===== src/rtl/div_pkg.sv =====
`default_nettype none
// ============================================================================
//  Module      : div_pkg
//  Description : Shared constants and types for the sequential divider:
//                default operand width, step-counter width and the
//                2-bit controller state encoding.
//  Revision    : 1.0 - initial release
// ============================================================================
package div_pkg;

    // Default operand/result width for the HI/LO divide path
    localparam int DIV_WIDTH = 32;

    // Step counter only has to reach DIV_WIDTH-1
    localparam int DIV_CNT_W = $clog2(DIV_WIDTH);

    // Controller state encoding (explicit 2-bit)
    localparam logic [1:0] c_st_idle = 2'd0;
    localparam logic [1:0] c_st_calc = 2'd1;
    localparam logic [1:0] c_st_fix  = 2'd2;

    typedef enum logic [1:0] {
        ST_IDLE = c_st_idle,
        ST_CALC = c_st_calc,
        ST_FIX  = c_st_fix
    } div_state_t;

endpackage : div_pkg
`default_nettype wire


===== src/rtl/div_step.sv =====
`default_nettype none
// ============================================================================
//  Module      : div_step
//  Description : One combinational restoring-division step. Shifts {A,Q}
//                left by one, trial-subtracts M from the new A and keeps the
//                difference only when it is non-negative.
//  Revision    : 1.0 - initial release
// ============================================================================
module div_step
    import div_pkg::*;
#(
    parameter int WIDTH = DIV_WIDTH
) (
    input  logic [WIDTH-1:0] i_a,
    input  logic [WIDTH-1:0] i_q,
    input  logic [WIDTH-1:0] i_m,
    output logic [WIDTH-1:0] o_a,
    output logic [WIDTH-1:0] o_q
);

    // Partial remainder after the shift; needs one extra bit because 2A+1
    // can exceed WIDTH bits before the subtract.
    logic [WIDTH:0] w_shift;
    logic [WIDTH:0] w_diff;

    assign w_shift = {i_a, i_q[WIDTH-1]};

    // A < M holds before every step, so the trial result always lies in
    // (-2^WIDTH, 2^WIDTH) and its top bit is a clean sign bit.
    assign w_diff = w_shift - {1'b0, i_m};

    // Restore or commit depending on the sign of the trial subtraction
    always_comb begin
        o_a = w_shift[WIDTH-1:0];
        o_q = {i_q[WIDTH-2:0], 1'b0};
        if (!w_diff[WIDTH]) begin
            o_a = w_diff[WIDTH-1:0];
            o_q = {i_q[WIDTH-2:0], 1'b1};
        end
    end

endmodule : div_step
`default_nettype wire


===== src/rtl/div_seq.sv =====
`default_nettype none
// ============================================================================
//  Module      : div_seq
//  Description : Multi-cycle signed/unsigned restoring divider for the HI/LO
//                path. One quotient bit per clock; quotient on lo, remainder
//                on hi, one-cycle done pulse. Divide-by-zero runs full
//                latency and returns lo=all-ones, hi=dividend.
//  Revision    : 1.0 - initial release
// ============================================================================
module div_seq
    import div_pkg::*;
#(
    parameter int WIDTH = DIV_WIDTH
) (
    input  logic             clk,
    input  logic             clr,
    input  logic             start,
    input  logic             is_signed,
    input  logic [WIDTH-1:0] dividend,
    input  logic [WIDTH-1:0] divisor,
    output logic             busy,
    output logic             done,
    output logic [WIDTH-1:0] lo,
    output logic [WIDTH-1:0] hi,
    output logic             div_by_zero
);

    localparam int               CNT_W  = $clog2(WIDTH);
    localparam logic [CNT_W-1:0] c_last = CNT_W'(WIDTH - 1);

    div_state_t       r_state;
    logic [CNT_W-1:0] r_cnt;
    logic [WIDTH-1:0] r_a;
    logic [WIDTH-1:0] r_q;
    logic [WIDTH-1:0] r_m;
    logic [WIDTH-1:0] r_orig;
    logic             r_neg_q;
    logic             r_neg_r;
    logic             r_zero;
    logic             r_busy;
    logic             r_done;
    logic [WIDTH-1:0] r_lo;
    logic [WIDTH-1:0] r_hi;
    logic             r_dbz;

    logic             w_dvd_neg;
    logic             w_dvs_neg;
    logic [WIDTH-1:0] w_dvd_mag;
    logic [WIDTH-1:0] w_dvs_mag;
    logic [WIDTH-1:0] w_a_nxt;
    logic [WIDTH-1:0] w_q_nxt;

    // Operand magnitudes; the most-negative value maps onto 2^(WIDTH-1)
    // which is representable once treated as unsigned.
    assign w_dvd_neg = is_signed & dividend[WIDTH-1];
    assign w_dvs_neg = is_signed & divisor[WIDTH-1];
    assign w_dvd_mag = w_dvd_neg ? (~dividend + 1'b1) : dividend;
    assign w_dvs_mag = w_dvs_neg ? (~divisor + 1'b1)  : divisor;

    div_step #(
        .WIDTH (WIDTH)
    ) u_step (
        .i_a (r_a),
        .i_q (r_q),
        .i_m (r_m),
        .o_a (w_a_nxt),
        .o_q (w_q_nxt)
    );

    // Controller FSM: operand capture, iteration, sign fix-up and results
    always_ff @(posedge clk or negedge clr) begin
        if (!clr) begin
            r_state <= ST_IDLE;
            r_cnt   <= '0;
            r_a     <= '0;
            r_q     <= '0;
            r_m     <= '0;
            r_orig  <= '0;
            r_neg_q <= 1'b0;
            r_neg_r <= 1'b0;
            r_zero  <= 1'b0;
            r_busy  <= 1'b0;
            r_done  <= 1'b0;
            r_lo    <= '0;
            r_hi    <= '0;
            r_dbz   <= 1'b0;
        end else begin
            r_done <= 1'b0;
            case (r_state)
                ST_IDLE: begin
                    if (start) begin
                        r_a     <= '0;
                        r_q     <= w_dvd_mag;
                        r_m     <= w_dvs_mag;
                        r_orig  <= dividend;
                        r_neg_q <= w_dvd_neg ^ w_dvs_neg;
                        r_neg_r <= w_dvd_neg;
                        r_zero  <= (divisor == '0);
                        r_cnt   <= '0;
                        r_busy  <= 1'b1;
                        r_state <= ST_CALC;
                    end
                end
                ST_CALC: begin
                    r_a   <= w_a_nxt;
                    r_q   <= w_q_nxt;
                    r_cnt <= r_cnt + 1'b1;
                    if (r_cnt == c_last) begin
                        r_state <= ST_FIX;
                    end
                end
                ST_FIX: begin
                    // A zero divisor overrides whatever the datapath produced
                    if (r_zero) begin
                        r_lo  <= '1;
                        r_hi  <= r_orig;
                        r_dbz <= 1'b1;
                    end else begin
                        r_lo  <= r_neg_q ? (~r_q + 1'b1) : r_q;
                        r_hi  <= r_neg_r ? (~r_a + 1'b1) : r_a;
                        r_dbz <= 1'b0;
                    end
                    r_done  <= 1'b1;
                    r_busy  <= 1'b0;
                    r_state <= ST_IDLE;
                end
                default: begin
                    r_busy  <= 1'b0;
                    r_state <= ST_IDLE;
                end
            endcase
        end
    end

    assign busy        = r_busy;
    assign done        = r_done;
    assign lo          = r_lo;
    assign hi          = r_hi;
    assign div_by_zero = r_dbz;

endmodule : div_seq
`default_nettype wire


===== config.mk =====
export PLATFORM = sky130hd
export DESIGN_NAME = div_seq
export DESIGN_NICKNAME = d
export VERILOG_FILES = /design/src/rtl/div_pkg.sv /design/src/rtl/div_step.sv /design/src/rtl/div_seq.sv
export SDC_FILE = /design/constraint.sdc
export NUM_CORES = 1
export LEC_CHECK = 0
export ABC_AREA = 1
export CORE_MARGIN = 3
export CORE_UTILIZATION = 65
export CTS_BUF_LIST = sky130_fd_sc_hd__clkbuf_8
export CTS_CLUSTER_DIAMETER = 30
export CTS_CLUSTER_SIZE = 8
export DETAILED_ROUTE_END_ITERATION = 16
export HOLD_SLACK_MARGIN = 0.02
export PLACE_DENSITY = 0.89
export RECOVER_POWER = 50
export SETUP_SLACK_MARGIN = 0.05
export SLEW_MARGIN = 20
export SYNTH_ARGS = -nofsm -noshare
export SYNTH_HDL_FRONTEND = slang
export SYNTH_SLANG_ARGS = --single-unit

===== constraint.sdc =====
create_clock -name clk -period 5.2 [get_ports clk]
set_clock_uncertainty 0.15 [all_clocks]
set_input_delay 1.04 -clock clk [delete_from_list [all_inputs] [get_ports clk]]
set_output_delay 1.04 -clock clk [all_outputs]
set_load 0.05 [all_outputs]

Word level (Yosys, flattened, before mapping)
Cells that the tools add are included.
{"block": "word_totals", "out_inout_bits": 67, "elab_cells": 61, "ff_bits": 205}
{"block": "op_classes", "addsub": 6, "bitwise": 8, "n_eq_ne": 5, "n_reduce_logical": 7, "mux": 21}
{"cell": "2-to-1 mux 32 bit", "count": 9}
{"cell": "adder 32 x 1 -> 32 bit (second input constant)", "count": 4}
{"cell": "NOT 32 bit", "count": 4}
{"cell": "one-hot mux 32 bit (2 select lines)", "count": 2}
{"cell": "subtractor 33 x 32 -> 33 bit", "count": 1}
{"cell": "zero test 32 bit", "count": 1}
{"cell": "one-hot mux 5 bit (2 select lines)", "count": 1}
{"cell": "AND reduction 2 bit", "count": 4}
{"cell": "adder 5 x 1 -> 5 bit (second input constant)", "count": 1}
{"cell": "== test 5 bit (second input constant)", "count": 1}
{"cell": "2-to-1 mux 5 bit", "count": 1}
{"cell": "2-to-1 mux 1 bit", "count": 4}
{"cell": "2-to-1 mux 2 bit", "count": 2}
{"cell": "inequality test 2 bit (second input constant)", "count": 2}
{"cell": "one-hot mux 2 bit (2 select lines)", "count": 1}
{"cell": "AND 1 bit", "count": 2}
{"cell": "== test 2 x 1 -> 1 bit (second input constant)", "count": 1}
{"cell": "== test 2 bit (second input constant)", "count": 1}
{"cell": "zero test 2 bit", "count": 1}
{"cell": "one-hot mux 1 bit (2 select lines)", "count": 1}
{"cell": "nonzero test 2 bit", "count": 1}
{"cell": "NOT 1 bit", "count": 1}
{"cell": "XOR 1 bit", "count": 1}

Logic depth before layout (Yosys ltp)
Gate-level depths: netlist of run 1.
{"block": "logic_depth", "word_depth": 5, "ltp_mapped": 18}

Modules after synthesis
Synthesis of run 1 repeated with hierarchy kept, for this count alone.
{"block": "unflattened", "cells_unflattened": 2284, "area_unflattened_um2": 14860.5}
{"module": "div_seq", "cells_per_inst": 1573, "area_each_um2": 11477.3, "seq_area_each_um2": 5129.9, "instances": 1}
{"module": "div_step", "cells_per_inst": 711, "area_each_um2": 3383.2, "seq_area_each_um2": 0.0, "instances": 1}

Least setup slack after synthesis of run 1
OpenSTA, ideal clock, no wires.
{"block": "synth_timing", "kind": "in2reg", "start": "in dividend[1]", "end": "reg r_q[26]", "arrival_time_ns": 2.303, "slack_ns": 2.620, "stages": 11, "path_cell_list": "inv_1 > ha_1 > nand3_1 > nor2_1 > nand3_1 > nor2_1 > nand2_1 > o21ai_2 > nand2_1 > nand2_1 > nand3_1"}
{"block": "synth_between", "elab_chain_cells": 5}
{"element": "start, declared", "line_no": "div_seq.sv:19", "rtl": "input logic [WIDTH-1:0] dividend,"}
{"element": "NOT 32 bit", "line_no": "div_seq.sv:57", "rtl": "assign w_dvd_mag = w_dvd_neg ? (~dividend + 1'b1) : dividend;"}
{"element": "adder 32 x 1 -> 32 bit", "line_no": "div_seq.sv:57"}
{"element": "2-to-1 mux 32 bit", "line_no": "div_seq.sv:57"}
{"element": "2-to-1 mux 32 bit", "line_no": "div_seq.sv:91", "rtl": "if (start) begin"}
{"element": "one-hot mux 32 bit (2 select lines)", "line_no": "div_seq.sv:89", "rtl": "case (r_state)"}
{"element": "end signal, assigned", "line_no": "div_seq.sv:93", "rtl": "r_q <= w_dvd_mag;"}
{"element": "end signal, assigned", "line_no": "div_seq.sv:106", "rtl": "r_q <= w_q_nxt;"}
{"element": "end, declared", "line_no": "div_seq.sv:34", "rtl": "logic [WIDTH-1:0] r_q;"}
No other way between the ends. The select of a mux whose other input is x is not followed.
A chain may end at the register's enable or synchronous reset.

Worst setup path in the final report of run 1
{"block": "layout_timing", "start": "in start", "end": "reg r_a[10]"}
{"block": "layout_between", "elab_chain_cells": 2}
{"element": "start, declared", "line_no": "div_seq.sv:17", "rtl": "input logic start,"}
{"element": "inequality test 2 bit (no line)"}
{"element": "AND reduction 2 bit (no line)"}
{"element": "end signal, assigned", "line_no": "div_seq.sv:105", "rtl": "r_a <= w_a_nxt;"}
{"element": "end, declared", "line_no": "div_seq.sv:33", "rtl": "logic [WIDTH-1:0] r_a;"}
No other way between the ends.

==> results.json, run 1 <==
{
  "syn_nets": 2255,
  "status": "finished with violations",
  "die_y_um": 155,
  "overflow": 0,
  "cpMostUsedCell": "nand2_1",
  "hold_buffers": 0,
  "crit_required_ns": 5.53,
  "power.total_mw": 11.7,
  "finalHoldViolations": 0,
  "synth-async-reset-ratio_pct": 100,
  "p_leak_nw": 8.33,
  "yosysWarnings": 0,
  "place_hpwl_mm": 36.1,
  "drt_pass1_iterations": 6,
  "worst_slew_pin_slew_ns": 3.20,
  "slew_viol_final": 327,
  "cts_resized": 0,
  "final_util_pct": 78.7,
  "rsz0062_at_grt": "false",
  "grt_pass1_vias": 14604,
  "worst_slack_ns": 1.12,
  "dieWidth_um": 155,
  "viasPerCell": 6.05,
  "synthFlopType": "dfrtp_1",
  "io_buffers": 134,
  "cts_buffers": 42,
  "drt-initial-drc-count": 2099,
  "cts_tree": "built",
  "insertion_delay_ns": 0.56,
  "nets": 2374,
  "hold_class": "reg2reg",
  "layout_min_cycle_time_ns": 4.08,
  "dp_slack_ns": 1.64,
  "syn_area_mm2": 0.0144,
  "netlist_instances": 2148,
  "relSlewSlack_pct": -113,
  "antenna_found_initial": 1,
  "maxCapViolCount": 4,
  "cts_setup_buffers": 0,
  "detail-route-antenna-nets": 0,
  "start_util_pct": 67.3,
  "n_fill_cell": 1590,
  "synth-edff-count": 0,
  "peakVddDrop_mv": 0.391,
  "max_stage_delay_ns": 1.80,
  "core-area_mm2": 0.0214,
  "cts_htree_levels": 2,
  "setup_tns_ns": 0,
  "setup_violations": 0,
  "grt_pass1_wl_mm": 76.9,
  "ys_seq_elements": 205,
  "max_freq_ghz": 0.245,
  "cp_slowest_cell": "nor2_1",
  "routed_wl_mm": 48.9,
  "pin_count": 135,
  "critical-path-top-delay-family": "simple AND/OR/NAND/NOR gates",
  "cp.buffers_inverters": 3,
  "die_area_mm2": 0.0240,
  "antenna_cells": 0,
  "timing.final.crit_share_pct": 78.4,
  "fp-row-count": 53,
  "grt_max_degree": 122,
  "final_cell_mix": "nand2_1 (656), inv_1 (307), dfrtp_1 (205)",
  "gp_congestion": 1.03,
  "drcViolationCount": 0,
  "routed-via-count": 15566,
  "violations": "max-capacitance violations, max-slew violations",
  "clkTransAtPathRegs_ns": 0.06,
  "r2r_slack_ns": 1.42,
  "cp-start-kind": "input pin",
  "worstPathArrival_ns": 4.41,
  "crit_fanout": 35,
  "ys_types": 50,
  "critPathKind": "in2reg",
  "clock-sinks": 205,
  "powerDensity_mw_per_mm2": 695,
  "ys_seq_area_share_pct": 35.6,
  "endpoint_kind": "flop",
  "area_delta_synth_final_pct": 16.9,
  "clk_path_buf_depth": 3,
  "wl_per_cell_um": 19.0,
  "final_common_cell": "nand2_1",
  "avgSynthCellArea_um2": 6.71,
  "cts_root_buffer": "clkbuf_8",
  "drive_above_1_share_pct": 5.92,
  "path_cells": "dlygate4sd3_1, nand3_4, inv_1, nor2_1, buf_4, nand2_1, nand2_1",
  "grt_use_total_pct": 40.1
}
==> through the flow <==
stage | std cells | cell area (µm²) | hold WS (ns)
after global placement | 2498 | 15900 | 0.316
after floorplan | 2148 | 14400 | 0.299
after detailed placement | 2498 | 15900 | 0.317
after global routing | 2571 | 16900 | 0.365
after CTS | 2571 | 16900 | 0.332
final | 2571 | 16900 | 0.336
==> logic make-up (layout without fill, tap and decap cells) <==
group | Yosys count | count (layout) | synth area share, %
and+or+nand+nor | 1172 | 1172 | 35.0
DFF | 205 | 205 | 35.6
buffers and inverters | 380 | 528 | 10.2
xor gates and xnor gates | 66 | 66 | 4.01
adders and majority gates | 39 | 39 | 3.44
AOI/OAI and AO/OA | 286 | 286 | 11.8
==> Yosys cell counts (3+ instances only) <==
master | n | area share (%)
o22ai_1 | 13 | 0.56
buf_2 | 6 | 0.21
nand2_2 | 20 | 0.87
a22oi_1 | 28 | 1.5
xor2_1 | 50 | 3.0
o21ai_0 | 118 | 4.1
nand2_1 | 656 | 17
clkbuf_1 | 49 | 1.3
inv_1 | 301 | 7.8
nand4_1 | 23 | 1.0
nor4_1 | 7 | 0.30
nor2_2 | 8 | 0.35
inv_2 | 11 | 0.29
and2_1 | 4 | 0.17
o221ai_1 | 5 | 0.30
a31oi_1 | 13 | 0.56
a22o_1 | 3 | 0.18
nor3_1 | 30 | 1.0
xnor2_1 | 16 | 0.97
a21oi_2 | 3 | 0.18
or2_2 | 3 | 0.13
buf_1 | 7 | 0.18
o211ai_1 | 25 | 1.3
dfrtp_1 | 205 | 36
buf_4 | 3 | 0.16
a21oi_1 | 58 | 2.0
nand2_4 | 5 | 0.39
ha_1 | 38 | 3.3
nand3_1 | 203 | 7.0
o21bai_1 | 7 | 0.36
nor2_1 | 187 | 4.9
o311ai_0 | 3 | 0.18
nand3b_1 | 16 | 0.83
==> layout make-up <==
cell class / instances / area, µm² / area share (%)
Multi-Input combinational cell: 1563 / 7820 / 46.4
Clock inverter: 28 / 358 / 2.12
Timing Repair Buffer: 142 / 1400 / 8.32
Clock buffer: 45 / 619 / 3.68
Sequential cell: 205 / 5130 / 30.4
Inverter: 313 / 1170 / 6.97
Tap cell: 275 / 344 / 2.04
==> path summary, 6_finish.rpt <==
kind / to / cells past startpoint / startpoint
setup / recovery: r_a[10] / 7 / start
max in group asynchronous: r_orig[3] / 1 / clr
hold reg to reg: r_m[10] / 2 / r_m[10]
setup reg to reg: r_a[10] / 8 / r_state[1]
hold / removal: r_m[10] / 2 / r_m[10]
min in group asynchronous: r_a[9] / 1 / clr
==> state kept, by name, summed over array words and instances, names as in the netlist <==
name	flops
r_a	32
div_by_zero	1
hi	32
busy	1
r_q	32
r_neg_q	1
r_zero	1
r_orig	32
done	1
r_neg_r	1
r_cnt	5
r_m	32
r_state	2
lo	32
==> routing by layer <==
metal  vias to the layer above  global-route usage (%)  share of wire, %
li1                       7145                       -                 -
met2                      1077                    59.8                43
met5                         -                       0             0.027
met1                      7215                    58.3                41
met4                         2                    10.6               2.5
met3                       127                    10.5                14
==> worst reg2reg max path, delay by kind of cell (launching register included) <==
family,cells,cell delay (ns)
buffers and inverters,3,0.83
flip-flops,1,0.37
AND/OR/NAND/NOR,5,2.34
==> power breakdown <==
part / switching, mW / internal, mW
Clock: 0.777 / 1.21
Combinational: 4.48 / 2.21
Sequential: 0.821 / 2.20
Total: 6.08 / 5.63
(Power assumes the default switching activity.)
==> run 2, diff against run 1 <==
--- a/config.mk
+++ b/config.mk
@@ -7,13 +7,13 @@
 export LEC_CHECK = 0
 export ABC_AREA = 1
 export CORE_MARGIN = 3
-export CORE_UTILIZATION = 65
+export CORE_UTILIZATION = 55
 export CTS_BUF_LIST = sky130_fd_sc_hd__clkbuf_8
 export CTS_CLUSTER_DIAMETER = 30
 export CTS_CLUSTER_SIZE = 8
 export DETAILED_ROUTE_END_ITERATION = 16
 export HOLD_SLACK_MARGIN = 0.02
-export PLACE_DENSITY = 0.89
+export PLACE_DENSITY = 0.8
 export RECOVER_POWER = 50
 export SETUP_SLACK_MARGIN = 0.05
 export SLEW_MARGIN = 20
==> constraint.sdc (replaced) <==
create_clock -name clk -period 3.7 [get_ports clk]
set_clock_uncertainty 0.15 [all_clocks]
set_input_delay 0.74 -clock clk [delete_from_list [all_inputs] [get_ports clk]]
set_output_delay 0.74 -clock clk [all_outputs]
set_load 0.05 [all_outputs]
==> run 2 against run 1 <==
The run still ends with max-capacitance violations, max-slew violations left. Sequential power rose by 32%. Final area rose by 2.0%. Total power rose by 41%. Via count fell by 4.5%.
==> results.json, run 2 (same netlist as run 1, synthesis figures left out) <==
{
  "status": "finished with violations",
  "violations": "max-capacitance violations, max-slew violations",
  "final_util_pct": 67.5,
  "grt_pass1_wl_mm": 72.2,
  "met2_usage_pct": 48.1,
  "gp_congestion": 0.984,
  "crit_required_ns": 3.98,
  "peakVddDrop_mv": 0.605,
  "place_hpwl_mm": 34.7,
  "hp-start": "r_orig[15]",
  "clock-sinks": 205,
  "setup_tns_ns": 0,
  "cts_buffers": 46,
  "whs_ns": 0.333,
  "wl_per_cell_um": 17.2,
  "layout.cells.non_filler": 2649,
  "seq_power_share_pct": 24.3,
  "slew_viol_final": 100,
  "cpMostUsedCell": "nand2_1",
  "routed_wl_mm": 45.5,
  "r2r_slack_ns": 0.75,
  "drcViolationCount": 0,
  "fp-row-count": 58,
  "io_buffers": 134,
  "comb_power_share_pct": 56.5,
  "power_frac_clock_pct": 19.1,
  "critical-path-top-delay-family": "simple AND/OR/NAND/NOR gates",
  "final-seq-area_mm2": 0.00513,
  "rsz0062_at_grt": "false",
  "powerDensity_mw_per_mm2": 958,
  "maxCapViolCount": 2,
  "timing.final.crit_share_pct": 79.7,
  "endpoint_kind": "flop",
  "nets": 2390,
  "crit-reg2reg-launch": "r_q[31]",
  "pin_count": 135,
  "cts_tree": "built",
  "globalRoute.busiestLayer": "met2",
  "whs_endpoint": "r_orig[15]",
  "worst_slew_pin_slew_ns": 1.74,
  "finalHoldViolations": 0,
  "cts_setup_buffers": 0,
  "die_y_um": 168,
  "detail-route-antenna-nets": 0,
  "cp_slowest_cell": "dfrtp_1",
  "overflow": 0,
  "dieWidth_um": 168,
  "critPathKind": "reg2reg",
  "post-place-cells": 2565,
  "cp.depth": 17,
  "r2r_end": "r_a[31]",
  "hold_buffers": 0,
  "start_util_pct": 56.6,
  "grt_use_total_pct": 31.5,
  "p_int_mw": 8.24,
  "cts_htree_levels": 2,
  "max_stage_delay_ns": 0.47,
  "swShare_pct": 50.0,
  "drt_pass1_iterations": 6,
  "gr-usage-met3_pct": 5.68,
  "max_freq_ghz": 0.339,
  "die_area_mm2": 0.0282,
  "n_fill_cell": 2307,
  "drive_above_1_share_pct": 6.86,
  "clkTransAtPathRegs_ns": 0.06,
  "final_common_cell": "nand2_1",
  "core-area_mm2": 0.0255,
  "grt_max_degree": 67,
  "r2r_cells": 17,
  "routed-via-count": 14861,
  "relSlewSlack_pct": -16.3,
  "viasPerCell": 5.61,
  "multi_input_area_mm2": 0.00782,
  "power.total_mw": 16.5,
  "insertion_delay_ns": 0.56,
  "hold_class": "reg2reg",
  "cts_root_buffer": "clkbuf_8",
  "cp.buffers_inverters": 2,
  "crit_fanout": 16,
  "worstPathArrival_ns": 3.23,
  "cts_resized": 0,
  "min_path_cells": 2,
  "antenna_found_initial": 1,
  "met1_usage_pct": 47.2,
  "area_delta_synth_final_pct": 19.3,
  "path_cells": "inv_1, ha_1, fa_1, inv_1, nand2_1, nand2_1, nand3_1, nand2_2, nand2_2, nand2_4, nand2_4, nand2_4, nand2_4, nand3_1, nand2_1, nand2_1, nand2_1",
  "power.switching_mw": 8.24,
  "grt_pass1_vias": 13882,
  "drt-initial-drc-count": 1618,
  "antenna_cells": 0,
  "cp-start-kind": "flop",
  "clk_path_buf_depth": 3,
  "setup_violations": 0,
  "final_cell_mix": "nand2_1 (657), inv_1 (305), dfrtp_1 (205)",
  "p_leak_nw": 8.48,
  "layout_min_cycle_time_ns": 2.95
}
-- run 2: cell types whose count changed in the layout (fill, tap and decap cells not counted), moves of 2 or more --
cell and change:
nor2_2 -2, inv_1 -2, nor2_4 +2, buf_4 +10, clkbuf_8 +11, clkinv_2 +2
-- run 2: layout make-up --
| type | count | area share [%] |
|---|---|---|
| Tap cell | 330 | 2.40 |
| Inverter | 313 | 6.83 |
| Clock buffer | 56 | 4.48 |
| Timing Repair Buffer | 154 | 8.74 |
| Clock inverter | 28 | 2.25 |
| Multi-Input combinational cell | 1563 | 45.5 |
| Sequential cell | 205 | 29.8 |
-- run 2: routing by layer --
layer	vias to the layer above	part of all wire [%]	wire length (µm)
met4	2	1.5	698
met1	6964	46	20900
li1	7191	-	-
met2	642	44	19900
met5	-	0.022	10
met3	62	8.7	3950
-- run 2: worst max path at each step --
stage                           start  slack, ns      end
after floorplan               r_q[31]       1.34  r_a[21]
after global placement    dividend[1]       0.64  r_q[30]
after detailed placement  dividend[0]       0.53  r_q[26]
after CTS                     r_q[31]       0.77  r_a[17]
after global routing          r_q[31]       0.59  r_a[16]
final                         r_q[31]       0.75  r_a[31]
-- run 2: worst register-to-register path, cell delays in order (launching register included) --
cell,delay [ns]
dfrtp_1,0.47
inv_1,0.15
ha_1,0.25
fa_1,0.40
inv_1,0.10
nand2_1,0.05
nand2_1,0.07
nand3_1,0.10
nand2_2,0.14
nand2_2,0.09
nand2_4,0.08
nand2_4,0.09
nand2_4,0.12
nand2_4,0.13
nand3_1,0.24
nand2_1,0.08
nand2_1,0.06
nand2_1,0.05
-- run 2: stage by stage --
stage / setup slack, ns / cell area (µm²)
floorplan: 1.34 / 14400
global placement: 0.640 / 16100
detailed placement: 0.534 / 16100
CTS: 0.771 / 17200
global route: 0.594 / 17200
finish: 0.753 / 17200
-- run 2: power groups by stage --
stage / Sequential, mW / Combinational (mW) / Clock, mW
global placement: 3.97 / 8.95 / 0
finish: 4.01 / 9.32 / 3.15
floorplan: 3.95 / 6.74 / 0
CTS: 3.97 / 9.19 / 3.17
detailed placement: 3.99 / 9.13 / 0
global route: 4.08 / 10.5 / 3.31
